`src/rtl/ring_buf_if.sv`:
```
`default_nettype none
// ============================================================================
// Module      : ring_buf_if
// Description : Upstream show-ahead FIFO port plus replay port of ring_buf.
//               slave = ring_buf side, master = the block driving it.
// Revision    : 1.0 - initial release
// ============================================================================
interface ring_buf_if #(
    parameter int WIDTH = 24
);
    logic [WIDTH-1:0] FIFO_RDDATA;
    logic             FIFO_RDEN;
    logic             FIFO_RDEMPTY;
    logic             FIFO_DONE;
    logic             RDEN;
    logic [WIDTH-1:0] RDDATA;
    logic             FULL;
    logic             DONE;
    logic             END;

    modport slave (
        input  FIFO_RDDATA, FIFO_RDEMPTY, FIFO_DONE, RDEN,
        output FIFO_RDEN, RDDATA, FULL, DONE, END
    );

    modport master (
        output FIFO_RDDATA, FIFO_RDEMPTY, FIFO_DONE, RDEN,
        input  FIFO_RDEN, RDDATA, FULL, DONE, END
    );
endinterface
`default_nettype wire

```
`src/rtl/ring_buf_mem.sv`:
```
`default_nettype none
// ============================================================================
// Module      : ring_buf_mem
// Description : DEPTH x WIDTH register-file RAM, one write port and one
//               registered read port. Array contents survive reset; only the
//               read register clears.
// Revision    : 1.0 - initial release
// ============================================================================
module ring_buf_mem #(
    parameter int DEPTH = 16,
    parameter int WIDTH = 24,
    parameter int AW    = 4
) (
    input  wire logic             CLK,
    input  wire logic             RESETn,
    input  wire logic             i_we,
    input  wire logic [AW-1:0]    i_waddr,
    input  wire logic [WIDTH-1:0] i_wdata,
    input  wire logic             i_re,
    input  wire logic [AW-1:0]    i_raddr,
    output logic      [WIDTH-1:0] o_rdata
);
    logic [WIDTH-1:0] r_mem [DEPTH];
    logic [WIDTH-1:0] r_rdata;

    // Storage array: written on each capture, never cleared.
    always_ff @(posedge CLK) begin
        if (i_we) begin
            r_mem[i_waddr] <= i_wdata;
        end
    end

    // Read register: loads only on a replay read, otherwise holds.
    always_ff @(posedge CLK or negedge RESETn) begin
        if (!RESETn) begin
            r_rdata <= '0;
        end else if (i_re) begin
            r_rdata <= r_mem[i_raddr];
        end
    end

    assign o_rdata = r_rdata;
endmodule
`default_nettype wire

```
`src/rtl/ring_buf.sv`:
```
`default_nettype none
// ============================================================================
// Module      : ring_buf
// Description : Captures up to DEPTH words from a show-ahead FIFO, then
//               replays the batch cyclically on RDEN, flagging the last entry.
//               A reset abandons the batch so the next one can be loaded.
// Revision    : 1.0 - initial release
// ============================================================================
module ring_buf #(
    parameter int DEPTH = 16,
    parameter int WIDTH = 24
) (
    input  wire logic CLK,
    input  wire logic RESETn,
    ring_buf_if.slave bus
);
    localparam int PW = $clog2(DEPTH);
    localparam int CW = PW + 1;

    logic [CW-1:0] r_count;
    logic [PW-1:0] r_wr_ptr;
    logic [PW-1:0] r_rd_ptr;
    logic          r_full;
    logic          r_done;
    logic          r_end;

    logic             w_pop;
    logic             w_up_end;
    logic             w_rd;
    logic             w_last;
    logic [WIDTH-1:0] w_rddata;

    // Pop only while filling and there is still room in the batch.
    assign w_pop    = ~r_full & ~bus.FIFO_RDEMPTY & (r_count < CW'(DEPTH));
    // Upstream has nothing more to give, now or ever.
    assign w_up_end = bus.FIFO_DONE & bus.FIFO_RDEMPTY;
    // Replay reads are ignored until the batch is captured.
    assign w_rd     = bus.RDEN & r_full;
    // Wrap at the actual batch size N, not at a power of two.
    assign w_last   = ({1'b0, r_rd_ptr} == (r_count - CW'(1)));

    // Fill counter, pointers and status flags.
    always_ff @(posedge CLK or negedge RESETn) begin
        if (!RESETn) begin
            r_count  <= '0;
            r_wr_ptr <= '0;
            r_rd_ptr <= '0;
            r_full   <= 1'b0;
            r_done   <= 1'b0;
            r_end    <= 1'b0;
        end else begin
            if (w_pop) begin
                r_wr_ptr <= r_wr_ptr + PW'(1);
                r_count  <= r_count + CW'(1);
            end
            // Batch closes on the DEPTH-th pop or when upstream runs dry
            // with a non-empty partial batch.
            if (!r_full && ((w_pop && (r_count == CW'(DEPTH - 1))) ||
                            (w_up_end && (r_count != '0)))) begin
                r_full <= 1'b1;
            end
            if (w_up_end) begin
                r_done <= 1'b1;
            end
            if (w_rd) begin
                r_end    <= w_last;
                r_rd_ptr <= w_last ? '0 : r_rd_ptr + PW'(1);
            end
        end
    end

    ring_buf_mem #(
        .DEPTH (DEPTH),
        .WIDTH (WIDTH),
        .AW    (PW)
    ) u_mem (
        .CLK     (CLK),
        .RESETn  (RESETn),
        .i_we    (w_pop),
        .i_waddr (r_wr_ptr),
        .i_wdata (bus.FIFO_RDDATA),
        .i_re    (w_rd),
        .i_raddr (r_rd_ptr),
        .o_rdata (w_rddata)
    );

    assign bus.FIFO_RDEN = w_pop;
    assign bus.RDDATA    = w_rddata;
    assign bus.FULL      = r_full;
    assign bus.DONE      = r_done;
    assign bus.END       = r_end;
endmodule
`default_nettype wire

```
`src/flat_wrapper.sv`:
```
// flat-port wrapper written by rule: the top's interface ports become plain ports
module ring_buf_flat 
#(
    parameter int DEPTH = 16,
    parameter int WIDTH = 24
)
  (CLK, RESETn, bus_FIFO_RDDATA, bus_FIFO_RDEMPTY, bus_FIFO_DONE, bus_RDEN, bus_FIFO_RDEN, bus_RDDATA, bus_FULL, bus_DONE, bus_END);
  ring_buf_if #(.WIDTH(WIDTH)) bus_i ();
  input  wire logic CLK;
  input  wire logic RESETn;
  input wire logic [$bits(bus_i.FIFO_RDDATA)-1:0] bus_FIFO_RDDATA;
  input wire logic [$bits(bus_i.FIFO_RDEMPTY)-1:0] bus_FIFO_RDEMPTY;
  input wire logic [$bits(bus_i.FIFO_DONE)-1:0] bus_FIFO_DONE;
  input wire logic [$bits(bus_i.RDEN)-1:0] bus_RDEN;
  output wire logic [$bits(bus_i.FIFO_RDEN)-1:0] bus_FIFO_RDEN;
  output wire logic [$bits(bus_i.RDDATA)-1:0] bus_RDDATA;
  output wire logic [$bits(bus_i.FULL)-1:0] bus_FULL;
  output wire logic [$bits(bus_i.DONE)-1:0] bus_DONE;
  output wire logic [$bits(bus_i.END)-1:0] bus_END;
  assign bus_i.FIFO_RDDATA = bus_FIFO_RDDATA;
  assign bus_i.FIFO_RDEMPTY = bus_FIFO_RDEMPTY;
  assign bus_i.FIFO_DONE = bus_FIFO_DONE;
  assign bus_i.RDEN = bus_RDEN;
  assign bus_FIFO_RDEN = bus_i.FIFO_RDEN;
  assign bus_RDDATA = bus_i.RDDATA;
  assign bus_FULL = bus_i.FULL;
  assign bus_DONE = bus_i.DONE;
  assign bus_END = bus_i.END;
  ring_buf #(.DEPTH(DEPTH), .WIDTH(WIDTH)) u_core (.CLK(CLK), .RESETn(RESETn), .bus(bus_i));
endmodule
```
`config.mk`:
```
export PLATFORM = sky130hd
export DESIGN_NAME = ring_buf_flat
export DESIGN_NICKNAME = d
export VERILOG_FILES = /design/src/rtl/ring_buf_if.sv /design/src/rtl/ring_buf_mem.sv /design/src/rtl/ring_buf.sv /design/src/flat_wrapper.sv
export SDC_FILE = /design/constraint.sdc
export NUM_CORES = 1
export LEC_CHECK = 0
export ABC_AREA = 1
export ABC_CLOCK_PERIOD_IN_PS = 3960
export BUFFER_PORTS_ARGS = -buffer_cell sky130_fd_sc_hd__clkbuf_2
export CORE_MARGIN = 2
export CORE_UTILIZATION = 45
export CTS_CLUSTER_SIZE = 28
export DETAILED_ROUTE_END_ITERATION = 7
export PLACE_DENSITY = 0.58
export SLEW_MARGIN = 20
export SYNTH_ARGS = -nofsm -noshare
export SYNTH_HDL_FRONTEND = slang
export SYNTH_SLANG_ARGS = --single-unit
```
`constraint.sdc`:
```
create_clock -name CLK -period 3.96 [get_ports CLK]
set_input_delay 0.198 -clock CLK [delete_from_list [all_inputs] [get_ports CLK]]
set_output_delay 0.198 -clock CLK [all_outputs]
set_load 0.01 [all_outputs]
```
==> results of run 1 <==
## layout make-up
| class | instances | share of cell area (%) |
|---|---|---|
| flip-flops and latches | 424 | 64.8 |
| multi-input cells | 970 | 21.9 |
| clock buffers | 64 | 6.35 |
| well taps | 511 | 3.31 |
| repair buffers | 74 | 2.38 |
| clock inverters | 15 | 0.744 |
| inverters | 23 | 0.472 |
## how the worst max path moves through the flow
stage,cells past startpoint,from,end,slack [ns]
3_5_place_dp,6,u_core.r_count[4],u_core.u_mem.r_mem[7][5],1.52
5_1_grt,5,u_core.r_count[4],u_core.u_mem.r_mem[6][16],1.40
4_1_cts,6,u_core.r_count[4],u_core.u_mem.r_mem[7][5],1.50
6_report,6,u_core.r_count[4],u_core.u_mem.r_mem[7][5],1.51
3_3_place_gp,6,u_core.r_count[4],u_core.u_mem.r_mem[7][5],1.56
2_1_floorplan,5,u_core.r_count[4],u_core.u_mem.r_mem[11][0],1.58
## kinds of logic after synthesis
logic type / count (synthesis) / share of synthesized area (%)
adders and majority gates: 8 / 0.582
AOI/OAI and AO/OA: 53 / 1.54
xor gates and xnor gates: 8 / 0.407
and+or+nand+nor: 901 / 21.4
buffers and inverters: 104 / 3.22
DFF: 424 / 72.8
## stage by stage
step,std cells,setup WS [ns],util (%)
4_1_cts,2081,1.50,51.4
3_5_place_dp,1999,1.52,47.6
6_report,2081,1.51,51.4
2_1_floorplan,1498,1.58,-
3_3_place_gp,1999,1.56,47.6
5_1_grt,2081,1.40,51.4
## flip-flops by register name (all words and copies together), names as in the netlist
register,flops
u_core.bus.END,1
u_core.u_mem.o_rdata,24
u_core.u_mem.r_mem,384
u_core.r_count,5
u_core.bus.DONE,1
u_core.r_wr_ptr,4
u_core.r_rd_ptr,4
u_core.bus.FULL,1
## worst reg2reg max path, cell delays in order (launching register included)
cell      delay (ns)
dfrtp_1         0.38
nor2_1          0.16
nand2_2         0.13
clkinv_1        0.18
nand2_1         0.29
nor2_4          0.67
buf_4           0.33
## metal layers
metal	wire (um)	up-vias	track usage, %
met4	825	0	5.90
met3	2710	60	3.29
met2	18900	343	33.7
met1	18100	5271	29.9
li1	-	5186	-
met5	0	-	0
## synthesized netlist by cell type, types with 3 or more instances
master	n	area (um2)
a21oi_1	50	250
buf_1	4	15.0
buf_2	48	240
buf_4	11	82.6
buf_6	8	90.1
clkbuf_1	10	37.5
dfrtp_1	40	1000
edfxtp_1	384	11500
ha_1	8	100
inv_1	18	67.6
nand2_1	624	2340
nand3_1	220	1100
nor2_1	49	184
o21ai_0	3	15.0
xor2_1	8	70.1
## repair_timing
| action | CTS | global route |
|---|---|---|
| hold endpoints to repair | 11 | 0 |
| hold buffers | 3 | 0 |
| buffers inserted | 0 | 0 |
## power by group through the flow
stage / Sequential, mW / Clock (mW) / Combinational (mW)
2_1_floorplan: 5.25 / 0 / 1.87
3_3_place_gp: 5.23 / 0 / 2.75
3_5_place_dp: 5.23 / 0 / 2.77
4_1_cts: 5.14 / 4.03 / 2.78
5_1_grt: 5.16 / 4.20 / 3.08
6_report: 5.14 / 3.97 / 2.74
## cells in the final DEF, fill, tap and decap left out
cell           count
buf_12             3
a21oi_1           50
inv_1             17
nor3_2             1
dfrtp_4            1
clkinvlp_4         1
xor2_1             8
clkbuf_2          56
clkbuf_16         45
clkinv_1           9
nand4_1            2
dfrtp_2            1
clkinv_2           4
inv_2              3
dlygate4sd3_1      3
dfrtp_1           38
bufinv_16          3
edfxtp_1         384
ha_1               8
o21ai_0            3
nand2_1          623
nand2_2            3
nor2_1            33
nor2_4            17
inv_6              1
or2_2              1
nor3_1             1
nand3_1          220
buf_4             12
clkbuf_1          16
clkbuf_8           3
==> summary.txt, run 1 <==
outcome - complete, no violations
Overall Global Routing Usage - 21.0%
count of different cell masters after synthesis - 24
part of the Yosys area used for sequential elements - 72.8%
IO Count - 57
asr flop ratio synth - 9.43%
Post-Route Setup TNS - 0 ns
Final Critical Period - 2.45 ns
Core Box Area - 37700 um2
register area - 12500 um2
worst path bufs/invs - 2
worst hold stages - 4
Clock transition at path regs - 0.06 ns
Initial Utilization - 45.7%
Sw Ratio - 31.2%
area of the multi-input gates - 4240 um2
R2R cell count - 6
Antenna diodes - 0
CTS H-tree lvls - 2
Placed Area - 17900 um2
Vias - 10.9k
Min-Delay Path Class - in2reg
post-route ant nets - 0
count of final setup violators - 0
Power Total - 11.9 mW
Fill cells - 3375
Vias/cell - 5.22
sw power - 3.70 mW
CP Capture Type - flip-flop
R2R Path End - u_core.u_mem.r_mem[7][5]
Max Clk Rate - 409 MHz
synthesized flop and latch total - 424
Critical Path Fanout Max - 17
Post-Syn Area per Cell - 11.5 um2
vias in the first global route - 10.3k
Reg power frac - 43.4%
post-route cell area - 19300 um2
die height - 200 um
CP cell instances - nor2_1 > nand2_2 > clkinv_1 > nand2_1 > nor2_4 > buf_4
hold_ws - 0.0234 ns
syn nets - 1535
Die X - 200 um
RR Startpoint - u_core.r_count[4]
TritonCTS clock tree - done
Slowest-stage cell, CP - nor2_4
later-pin clock latency in the skew report - 0.55 ns
Mapped Cells - 1498
die area - 39800 um2
Hold Path Sink - u_core.bus.FULL
slowest stage delay, CP - 0.67 ns
NumNets Final - 1574
Final Hold Viols - 0
Setup CP Type - reg2reg
wire per inst - 19.5 um
final WL - 40.5 mm
leakage power - 7.36 nW
FP Rows - 71
DR pass1 iterations - 5
Synth Flop Type - edfxtp_1
synthesized area - 17200 um2
Worst Clk Skew - 0.0178 ns
final RePlAce weighted congestion - 0.745
Worst VDD drop - 0.000409 V
antenna violations before repair - 0
actual slew at the worst max-slew pin - 1.08 ns
CTS sink cnt - 424
synthesis-to-layout area growth - 12.4%
Worst Hold Launch - bus_FIFO_RDEMPTY
DRC viols - 0
Clock Power Share - 33.5%
Startpoint Class - flip-flop
Worst R2R Setup Slack - 1.51 ns
Critical Path AT - 2.68 ns
internal power - 8.16 mW
worst endpoint required time - 4.19 ns
Crit path max-delay family - simple AND/OR/NAND/NOR gates
power per standard cell area - 613 nW/um2
total grt overflow - 0
Slew Limit Fails - 0
EDFF count, synth - 384
first-pass GRT wire length - 62.1 mm
synth warn - 0
CTS max path bufs - 3
largest net degree at the start of global routing - 196
fraction of layout instances using a drive strength above 1 - 9.87%
number of gates resized after CTS - 0
unrepaired setup endpoints after global routing - false
HPWL after detailed placement - 20.6 mm
Combinational Power Share - 23.1%
CTS root buffer - clkbuf_16
Tcrit/Tclk final - 61.8%
IO Port Bufs - 56
max cap viols - 0
Initial DRC Count - 734
Max-Slew Margin vs Limit - 27.7%
clock buffer count from CTS - 44
Power figures use the tool's default switching activity.
==> run 2: changes to the inputs <==
--- a/config.mk
+++ b/config.mk
@@ -5,14 +5,14 @@
 export SDC_FILE = /design/constraint.sdc
 export NUM_CORES = 1
 export LEC_CHECK = 0
-export ABC_AREA = 1
-export ABC_CLOCK_PERIOD_IN_PS = 3960
+export ABC_AREA = 0
+export ABC_CLOCK_PERIOD_IN_PS = 2200
 export BUFFER_PORTS_ARGS = -buffer_cell sky130_fd_sc_hd__clkbuf_2
 export CORE_MARGIN = 2
 export CORE_UTILIZATION = 45
 export CTS_CLUSTER_SIZE = 28
 export DETAILED_ROUTE_END_ITERATION = 7
-export PLACE_DENSITY = 0.58
+export PLACE_DENSITY = 0.6
 export SLEW_MARGIN = 20
 export SYNTH_ARGS = -nofsm -noshare
 export SYNTH_HDL_FRONTEND = slang
==> constraint.sdc (replaced) <==
create_clock -name CLK -period 2.2 [get_ports CLK]
set_input_delay 0.11 -clock CLK [delete_from_list [all_inputs] [get_ports CLK]]
set_output_delay 0.11 -clock CLK [all_outputs]
set_load 0.01 [all_outputs]
==> summary.txt, run 2 <==
outcome - complete, no violations (unchanged)
Finished Core Util - 53.6% (was 51.4%)
Final Critical Period - 2.03 ns (was 2.45 ns)
Critical Path Fanout Max - 10 (was 17)
total grt overflow - 0 (unchanged)
clock buffer count from CTS - 45 (was 44)
Final Hold Viols - 0 (unchanged)
Crit path max-delay family - compound AO/OA/AOI/OAI gates (was simple AND/OR/NAND/NOR gates)
Slew Limit Fails - 0 (unchanged)
DR pass1 iterations - 4 (was 5)
Clock transition at path regs - 0.06 ns (about the same)
die height - 195 um (was 200 um)
R2R cell count - 5 (was 6)
fraction of layout instances using a drive strength above 1 - 24.3% (was 9.87%)
Startpoint Class - flip-flop (unchanged)
NumNets Final - 1019 (was 1574)
CTS root buffer - clkbuf_16 (unchanged)
Placed Area - 17900 um2 (about the same)
TritonCTS clock tree - done (unchanged)
Min-Delay Path Class - in2reg (unchanged)
Post-Route Setup TNS - 0 ns (unchanged)
max reg flops - 384 (unchanged)
post-route ant nets - 0 (unchanged)
actual slew at the worst max-slew pin - 0.851 ns (was 1.08 ns)
Worst Hold Launch - bus_FIFO_RDDATA[20] (was bus_FIFO_RDEMPTY)
Largest Register - u_core.u_mem.r_mem (unchanged)
part of the Yosys area used for sequential elements - 76.0% (was 72.8%)
synth warn - 0 (unchanged)
unrepaired setup endpoints after global routing - false (unchanged)
DP Cell Count - 1392 (was 1999)
top-count cell post-synth - edfxtp_1 (was nand2_1)
Mapped Cells - 853 (was 1498)
Tcrit/Tclk final - 92.3% (was 61.8%)
Cell Count, Final, Fillers Out - 1486 (was 2081)
IO Port Bufs - 56 (unchanged)
Initial Utilization - 45.4% (was 45.7%)
met1 Usage GRT - 28.7% (was 29.9%)
largest family of logic cells by synthesized area - multiplexers (was simple AND/OR/NAND/NOR gates)
max cap viols - 0 (unchanged)
synthesized flop and latch total - 424 (unchanged)
hold_ws - 0.0181 ns (was 0.0234 ns)
XOR/XNOR share of the synthesized area - 0.690% (was 0.407%)
synthesis-to-layout area growth - 18.2% (was 12.4%)
Worst VDD drop - 0.000616 V (was 0.000409 V)
CTS max path bufs - 3 (unchanged)
Synth top area share - 69.9% (was 67.0%)
Power Total - 21.1 mW (was 11.9 mW)
synthesized area - 16500 um2 (was 17200 um2)
IO Count - 57 (unchanged)
R2R Path End - u_core.u_mem.o_rdata[9] (was u_core.u_mem.r_mem[7][5])
Critical Path AT - 2.43 ns (was 2.68 ns)
Setup CP Type - reg2reg (unchanged)
Post-Syn Area per Cell - 19.3 um2 (was 11.5 um2)
post-synthesis adder-cell area fraction - 0.607% (was 0.582%)
worst endpoint required time - 2.60 ns (was 4.19 ns)
setup ws final - 0.168 ns (was 1.51 ns)
Hold Path Sink - u_core.u_mem.r_mem[6][20] (was u_core.bus.FULL)
final RePlAce weighted congestion - 0.768 (was 0.745)
Slowest-stage cell, CP - dfrtp_2 (was nor2_4)
count of final setup violators - 0 (unchanged)
dominant cell type by area after synthesis - edfxtp_1 (unchanged)
final WL - 37.2 mm (was 40.5 mm)
Worst R2R Setup Slack - 0.17 ns (was 1.51 ns)
most common library cell in the layout ignoring fill and taps - edfxtp_1 (was nand2_1)
post-route cell area - 19500 um2 (was 19300 um2)
asr flop ratio synth - 9.43% (unchanged)
syn nets - 890 (was 1535)
Max Clk Rate - 492 MHz (was 409 MHz)
first-pass GRT wire length - 55.6 mm (was 62.1 mm)
commonest cells after routing, fill and taps aside - edfxtp_1 (384), mux2i_1 (120), clkbuf_2 (56), mux4_2 (48), clkbuf_16 (47) (was nand2_1 (623), edfxtp_1 (384), nand3_1 (220), clkbuf_2 (56), a21oi_1 (50))
Vias/cell - 5.63 (was 5.22)
worst path bufs/invs - 1 (was 2)
HPWL after detailed placement - 23.1 mm (was 20.6 mm)
Post-synth top cells - edfxtp_1 (384), mux2i_1 (120), mux4_2 (48), dfrtp_1 (40), nor2_1 (27) (was nand2_1 (624), edfxtp_1 (384), nand3_1 (220), a21oi_1 (50), nor2_1 (49))
RR Startpoint - u_core.r_rd_ptr[1] (was u_core.r_count[4])
met2 usage - 31.9% (was 33.7%)
leakage power - 6.69 nW (was 7.36 nW)
Die X - 195 um (was 200 um)
antenna violations before repair - 0 (unchanged)
Worst Clk Skew - 0.0149 ns (was 0.0178 ns)
Initial DRC Count - 595 (was 734)
CTS H-tree lvls - 2 (unchanged)
worst hold stages - 1 (was 4)
slowest stage delay, CP - 0.52 ns (was 0.67 ns)
CP Capture Type - flip-flop (unchanged)
vias in the first global route - 8546 (was 10.3k)
EDFF count, synth - 384 (unchanged)
power per standard cell area - 1080 nW/um2 (was 613 nW/um2)
count of different cell masters after synthesis - 32 (was 24)
later-pin clock latency in the skew report - 0.55 ns (about the same)
Core Box Area - 36300 um2 (was 37700 um2)
wire per inst - 25.1 um (was 19.5 um)
FP Rows - 70 (was 71)
die area - 38200 um2 (was 39800 um2)
pre-CTS setup slack - 0.170 ns (was 1.52 ns)
CTS sink cnt - 424 (unchanged)
post-synthesis compound-gate area fraction - 4.39% (was 1.54%)
Synth Flop Type - edfxtp_1 (unchanged)
GR Util met3 - 3.28% (was 3.29%)
Vias - 8369 (was 10.9k)
Most Crowded Layer GR - met2 (unchanged)
synth top area cells - edfxtp_1 (70%), mux2i_1 (7.3%), mux4_2 (6.6%) (was edfxtp_1 (67%), nand2_1 (14%), nand3_1 (6.4%))
DRC viols - 0 (unchanged)
CP cell instances - nand2b_1 > buf_4 > o22ai_1 > o32ai_1 > a21oi_1 (was nor2_1 > nand2_2 > clkinv_1 > nand2_1 > nor2_4 > buf_4)
Fill cells - 2824 (was 3375)
simple-gate portion of the synthesized area - 2.43% (was 21.4%)
Antenna diodes - 0 (unchanged)
Overall Global Routing Usage - 20.0% (was 21.0%)
largest net degree at the start of global routing - 38 (was 196)
Max-Slew Margin vs Limit - 43.3% (was 27.7%)
multiplexer share of the synthesized area - 13.8% (was 0%)
==> run 2: cell count changes after synthesis, moves of 22 or more <==
cell      before  now
nand2_1      624   16
nand3_1      220    0
mux2i_1        0  120
mux4_2         0   48
buf_2         48   19
a21oi_1       50   25
o211ai_1       0   24
o22ai_1        0   24
o32ai_1        0   24
nor2_1        49   27
==> run 2: layout make-up <==
| class | count | area, um2 | area share [%] |
|---|---|---|---|
| multi-input cells | 374 | 3630 | 18.6 |
| repair buffers | 131 | 1230 | 6.33 |
| clock buffers | 53 | 1200 | 6.15 |
| flip-flops and latches | 424 | 12500 | 64.3 |
| clock inverters | 30 | 288 | 1.48 |
| well taps | 468 | 586 | 3.00 |
| inverters | 6 | 22.5 | 0.116 |
==> run 2: how the worst max path moves through the flow <==
| stage | from | end | slack [ns] | cells past startpoint |
|---|---|---|---|---|
| floorplan | u_core.bus.FULL | u_core.u_mem.r_mem[10][0] | 0.08 | 3 |
| global placement | u_core.r_count[4] | u_core.u_mem.r_mem[3][14] | 0.17 | 4 |
| detailed placement | u_core.r_count[4] | u_core.u_mem.r_mem[3][18] | 0.17 | 4 |
| CTS | u_core.r_count[4] | u_core.u_mem.r_mem[11][10] | 0.15 | 4 |
| global route | u_core.r_count[0] | u_core.r_rd_ptr[0] | 0.06 | 7 |
| finish | u_core.r_rd_ptr[1] | u_core.u_mem.o_rdata[9] | 0.17 | 5 |
==> run 2: power breakdown <==
part / total, mW / switching (mW) / internal, mW
sequential: 9.35 / 0.298 / 9.05
combinational: 4.25 / 2.40 / 1.85
clock: 7.54 / 2.96 / 4.58
total: 21.1 / 5.66 / 15.5
==> run 2: logic make-up (layout without fill, tap and decap cells) <==
group	count (synthesis)	after routing
and+or+nand+nor	78	78
AOI/OAI and AO/OA	107	107
muxes	168	168
adders and majority gates	8	8
xor gates and xnor gates	13	13
DFF	424	424
buffers and inverters	55	220
==> run 2: worst reg2reg max path: stages (launching register included) <==
cell	delay [ns]
dfrtp_2	0.52
nand2b_1	0.43
buf_4	0.30
o22ai_1	0.13
o32ai_1	0.44
a21oi_1	0.07
==> run 2: timing repair <==
action                                 CTS  global route
hold buffers                            11             0
setup endpoints to repair                0             0
endpoints found under the hold margin   95             0
gates resized for setup                  0             0
buffers inserted                         0             0
==> run 2: per-layer routing <==
layer  vias to the layer above  wire length (um)
met4                         0               747
met1                      4386             16900
li1                       3706                 -
met3                        50              1950
met5                         -                 0
met2                       227             17700
==> run 3: changes to the inputs <==
--- a/config.mk
+++ b/config.mk
@@ -13,6 +13,7 @@
 export CTS_CLUSTER_SIZE = 28
 export DETAILED_ROUTE_END_ITERATION = 7
 export PLACE_DENSITY = 0.6
+export REMOVE_ABC_BUFFERS = 1
 export SLEW_MARGIN = 20
 export SYNTH_ARGS = -nofsm -noshare
 export SYNTH_HDL_FRONTEND = slang
==> summary.txt, run 3 (synthesized netlist as in run 2, its figures left out) <==
outcome - complete, no violations (unchanged)
final WL - 35.4 mm (was 37.2 mm)
unrepaired setup endpoints after global routing - false (unchanged)
CTS root buffer - clkbuf_16 (unchanged)
R2R Path End - u_core.u_mem.r_mem[1][17] (was u_core.u_mem.o_rdata[9])
DP Cell Count - 1380 (was 1392)
CP Capture Type - flip-flop (unchanged)
actual slew at the worst max-slew pin - 0.693 ns (was 0.851 ns)
Startpoint Class - flip-flop (unchanged)
commonest cells after routing, fill and taps aside - edfxtp_1 (384), mux2i_1 (120), clkbuf_2 (56), mux4_2 (48), clkbuf_16 (46) (was edfxtp_1 (384), mux2i_1 (120), clkbuf_2 (56), mux4_2 (48), clkbuf_16 (47))
CTS max path bufs - 3 (unchanged)
R2R cell count - 4 (was 5)
IO Count - 57 (unchanged)
IO Port Bufs - 56 (unchanged)
RR Startpoint - u_core.r_count[4] (was u_core.r_rd_ptr[1])
most common library cell in the layout ignoring fill and taps - edfxtp_1 (unchanged)
fraction of layout instances using a drive strength above 1 - 23.3% (was 24.3%)
Post-Route Setup TNS - 0 ns (unchanged)
wire length on met3 - 1.36 mm (was 1.95 mm)
Die X - 195 um (unchanged)
Worst Hold Launch - bus_FIFO_RDDATA[12] (was bus_FIFO_RDDATA[20])
clock buffer count from CTS - 44 (was 45)
max reg flops - 384 (unchanged)
Worst R2R Setup Slack - 0.22 ns (was 0.17 ns)
Largest Register - u_core.u_mem.r_mem (unchanged)
Max Clk Rate - 505 MHz (was 492 MHz)
DRC viols - 0 (unchanged)
first-pass GRT wire length - 53.3 mm (was 55.6 mm)
Setup CP Type - reg2reg (unchanged)
Final Hold Viols - 0 (unchanged)
NumNets Final - 1006 (was 1019)
total grt overflow - 0 (unchanged)
HPWL after detailed placement - 21.9 mm (was 23.1 mm)
count of final setup violators - 0 (unchanged)
worst endpoint required time - 2.45 ns (was 2.60 ns)
hold_ws - 0.00363 ns (was 0.0181 ns)
Min-Delay Path Class - in2reg (unchanged)
die height - 195 um (unchanged)
Vias - 8091 (was 8369)
worst hold stages - 1 (unchanged)
DR pass1 iterations - 5 (was 4)
Core Box Area - 36300 um2 (unchanged)
Worst Clk Skew - 0.0119 ns (was 0.0149 ns)
TritonCTS clock tree - done (unchanged)
top routing layer used - met5 (was met4)
routed wl met2 - 17.5 mm (was 17.7 mm)
Critical Path Fanout Max - 8 (was 10)
Overall Global Routing Usage - 19.0% (was 20.0%)
Hold Path Sink - u_core.u_mem.r_mem[1][12] (was u_core.u_mem.r_mem[6][20])
Slew Limit Fails - 0 (unchanged)
Tcrit/Tclk final - 90.0% (was 92.3%)
Antenna diodes - 0 (unchanged)
Initial Utilization - 45.4% (unchanged)
CTS sink cnt - 424 (unchanged)
Cell Count, Final, Fillers Out - 1473 (was 1486)
Max-Slew Margin vs Limit - 53.8% (was 43.3%)
CTS H-tree lvls - 2 (unchanged)
later-pin clock latency in the skew report - 0.54 ns (was 0.55 ns)
Met1 Wirelength - 15.9 mm (was 16.9 mm)
max cap viols - 0 (unchanged)
Clock transition at path regs - 0.06 ns (about the same)
die area - 38200 um2 (unchanged)
vias in the first global route - 8437 (was 8546)
Vias/cell - 5.49 (was 5.63)
post-route ant nets - 0 (unchanged)
largest net degree at the start of global routing - 49 (was 38)
power per standard cell area - 1070 nW/um2 (was 1080 nW/um2)
synthesis-to-layout area growth - 17.1% (was 18.2%)
postcts setup bufs - 0 (unchanged)
Initial DRC Count - 535 (was 595)
final RePlAce weighted congestion - 0.750 (was 0.768)
FP Rows - 70 (unchanged)
Critical Path AT - 2.23 ns (was 2.43 ns)
antenna violations before repair - 1 (was 0)
Worst VDD drop - 0.000766 V (was 0.000616 V)
wire per inst - 24.1 um (was 25.1 um)
Final Critical Period - 1.98 ns (was 2.03 ns)
leakage power - 6.58 nW (was 6.69 nW)
run 3: cell types whose count changed in the layout (fill, tap and decap cells not counted):
cell,change
clkinv_8,+1
clkinv_1,-10
bufinv_16,-4
clkbuf_8,+9
clkbuf_16,-1
clkbuf_1,+9
inv_6,-1
buf_4,-7
clkinv_2,-6
and2_1,+1
buf_12,-5
clkinvlp_4,+2
and2_2,-1
run 3: worst max-delay path by stage:
stage	startpoint	to	depth (start not counted)
after detailed placement	u_core.r_count[4]	u_core.u_mem.r_mem[1][10]	4
after floorplan	u_core.r_rd_ptr[0]	u_core.r_rd_ptr[0]	5
after global routing	u_core.r_count[4]	u_core.u_mem.r_mem[1][4]	4
after global placement	u_core.r_count[4]	u_core.u_mem.r_mem[1][10]	4
final	u_core.r_count[4]	u_core.u_mem.r_mem[1][17]	4
after CTS	u_core.r_count[4]	u_core.u_mem.r_mem[1][2]	4
run 3: layout make-up:
type	instances	area (um2)
clock inverters	12	123
repair buffers	119	1080
inverters	6	22.5
flip-flops and latches	424	12500
fillers	2841	17000
clock buffers	70	1330
well taps	468	586
multi-input cells	374	3630
run 3: timing repair:
item,in CTS,in global routing
hold buffers,11,0
resized for setup,0,0
endpoints found under the hold margin,119,0
run 3: stage by stage:
| step | total power [mW] | util [%] | setup WS, ns | cell area (um2) |
|---|---|---|---|---|
| 6_report | 20.7 | 53.1 | 0.221 | 19300 |
| 5_1_grt | 21.5 | 53.1 | 0.0907 | 19300 |
| 4_1_cts | 20.9 | 53.1 | 0.200 | 19300 |
| 3_5_place_dp | 13.6 | 48.8 | 0.206 | 17700 |
| 3_3_place_gp | 13.5 | 48.8 | 0.242 | 17700 |
| 2_1_floorplan | 12.1 | - | -3.88 | 16200 |
run 3: power by group:
group / switching (mW) / internal, mW
combinational: 2.26 / 1.73
sequential: 0.309 / 9.05
clock: 2.93 / 4.38
total: 5.50 / 15.2
run 3: critical path, stage by stage (launching register included):
cell	delay (ns)
dfrtp_1	0.38
or3_1	0.43
nor3_1	0.26
and2_2	0.42
buf_12	0.19
run 3: metal layers:
metal / vias to the layer above / track usage (%)
met2: 170 / 31.7
met5: - / 0
met3: 57 / 3.11
met4: 2 / 4.75
met1: 4181 / 26.2
li1: 3681 / -
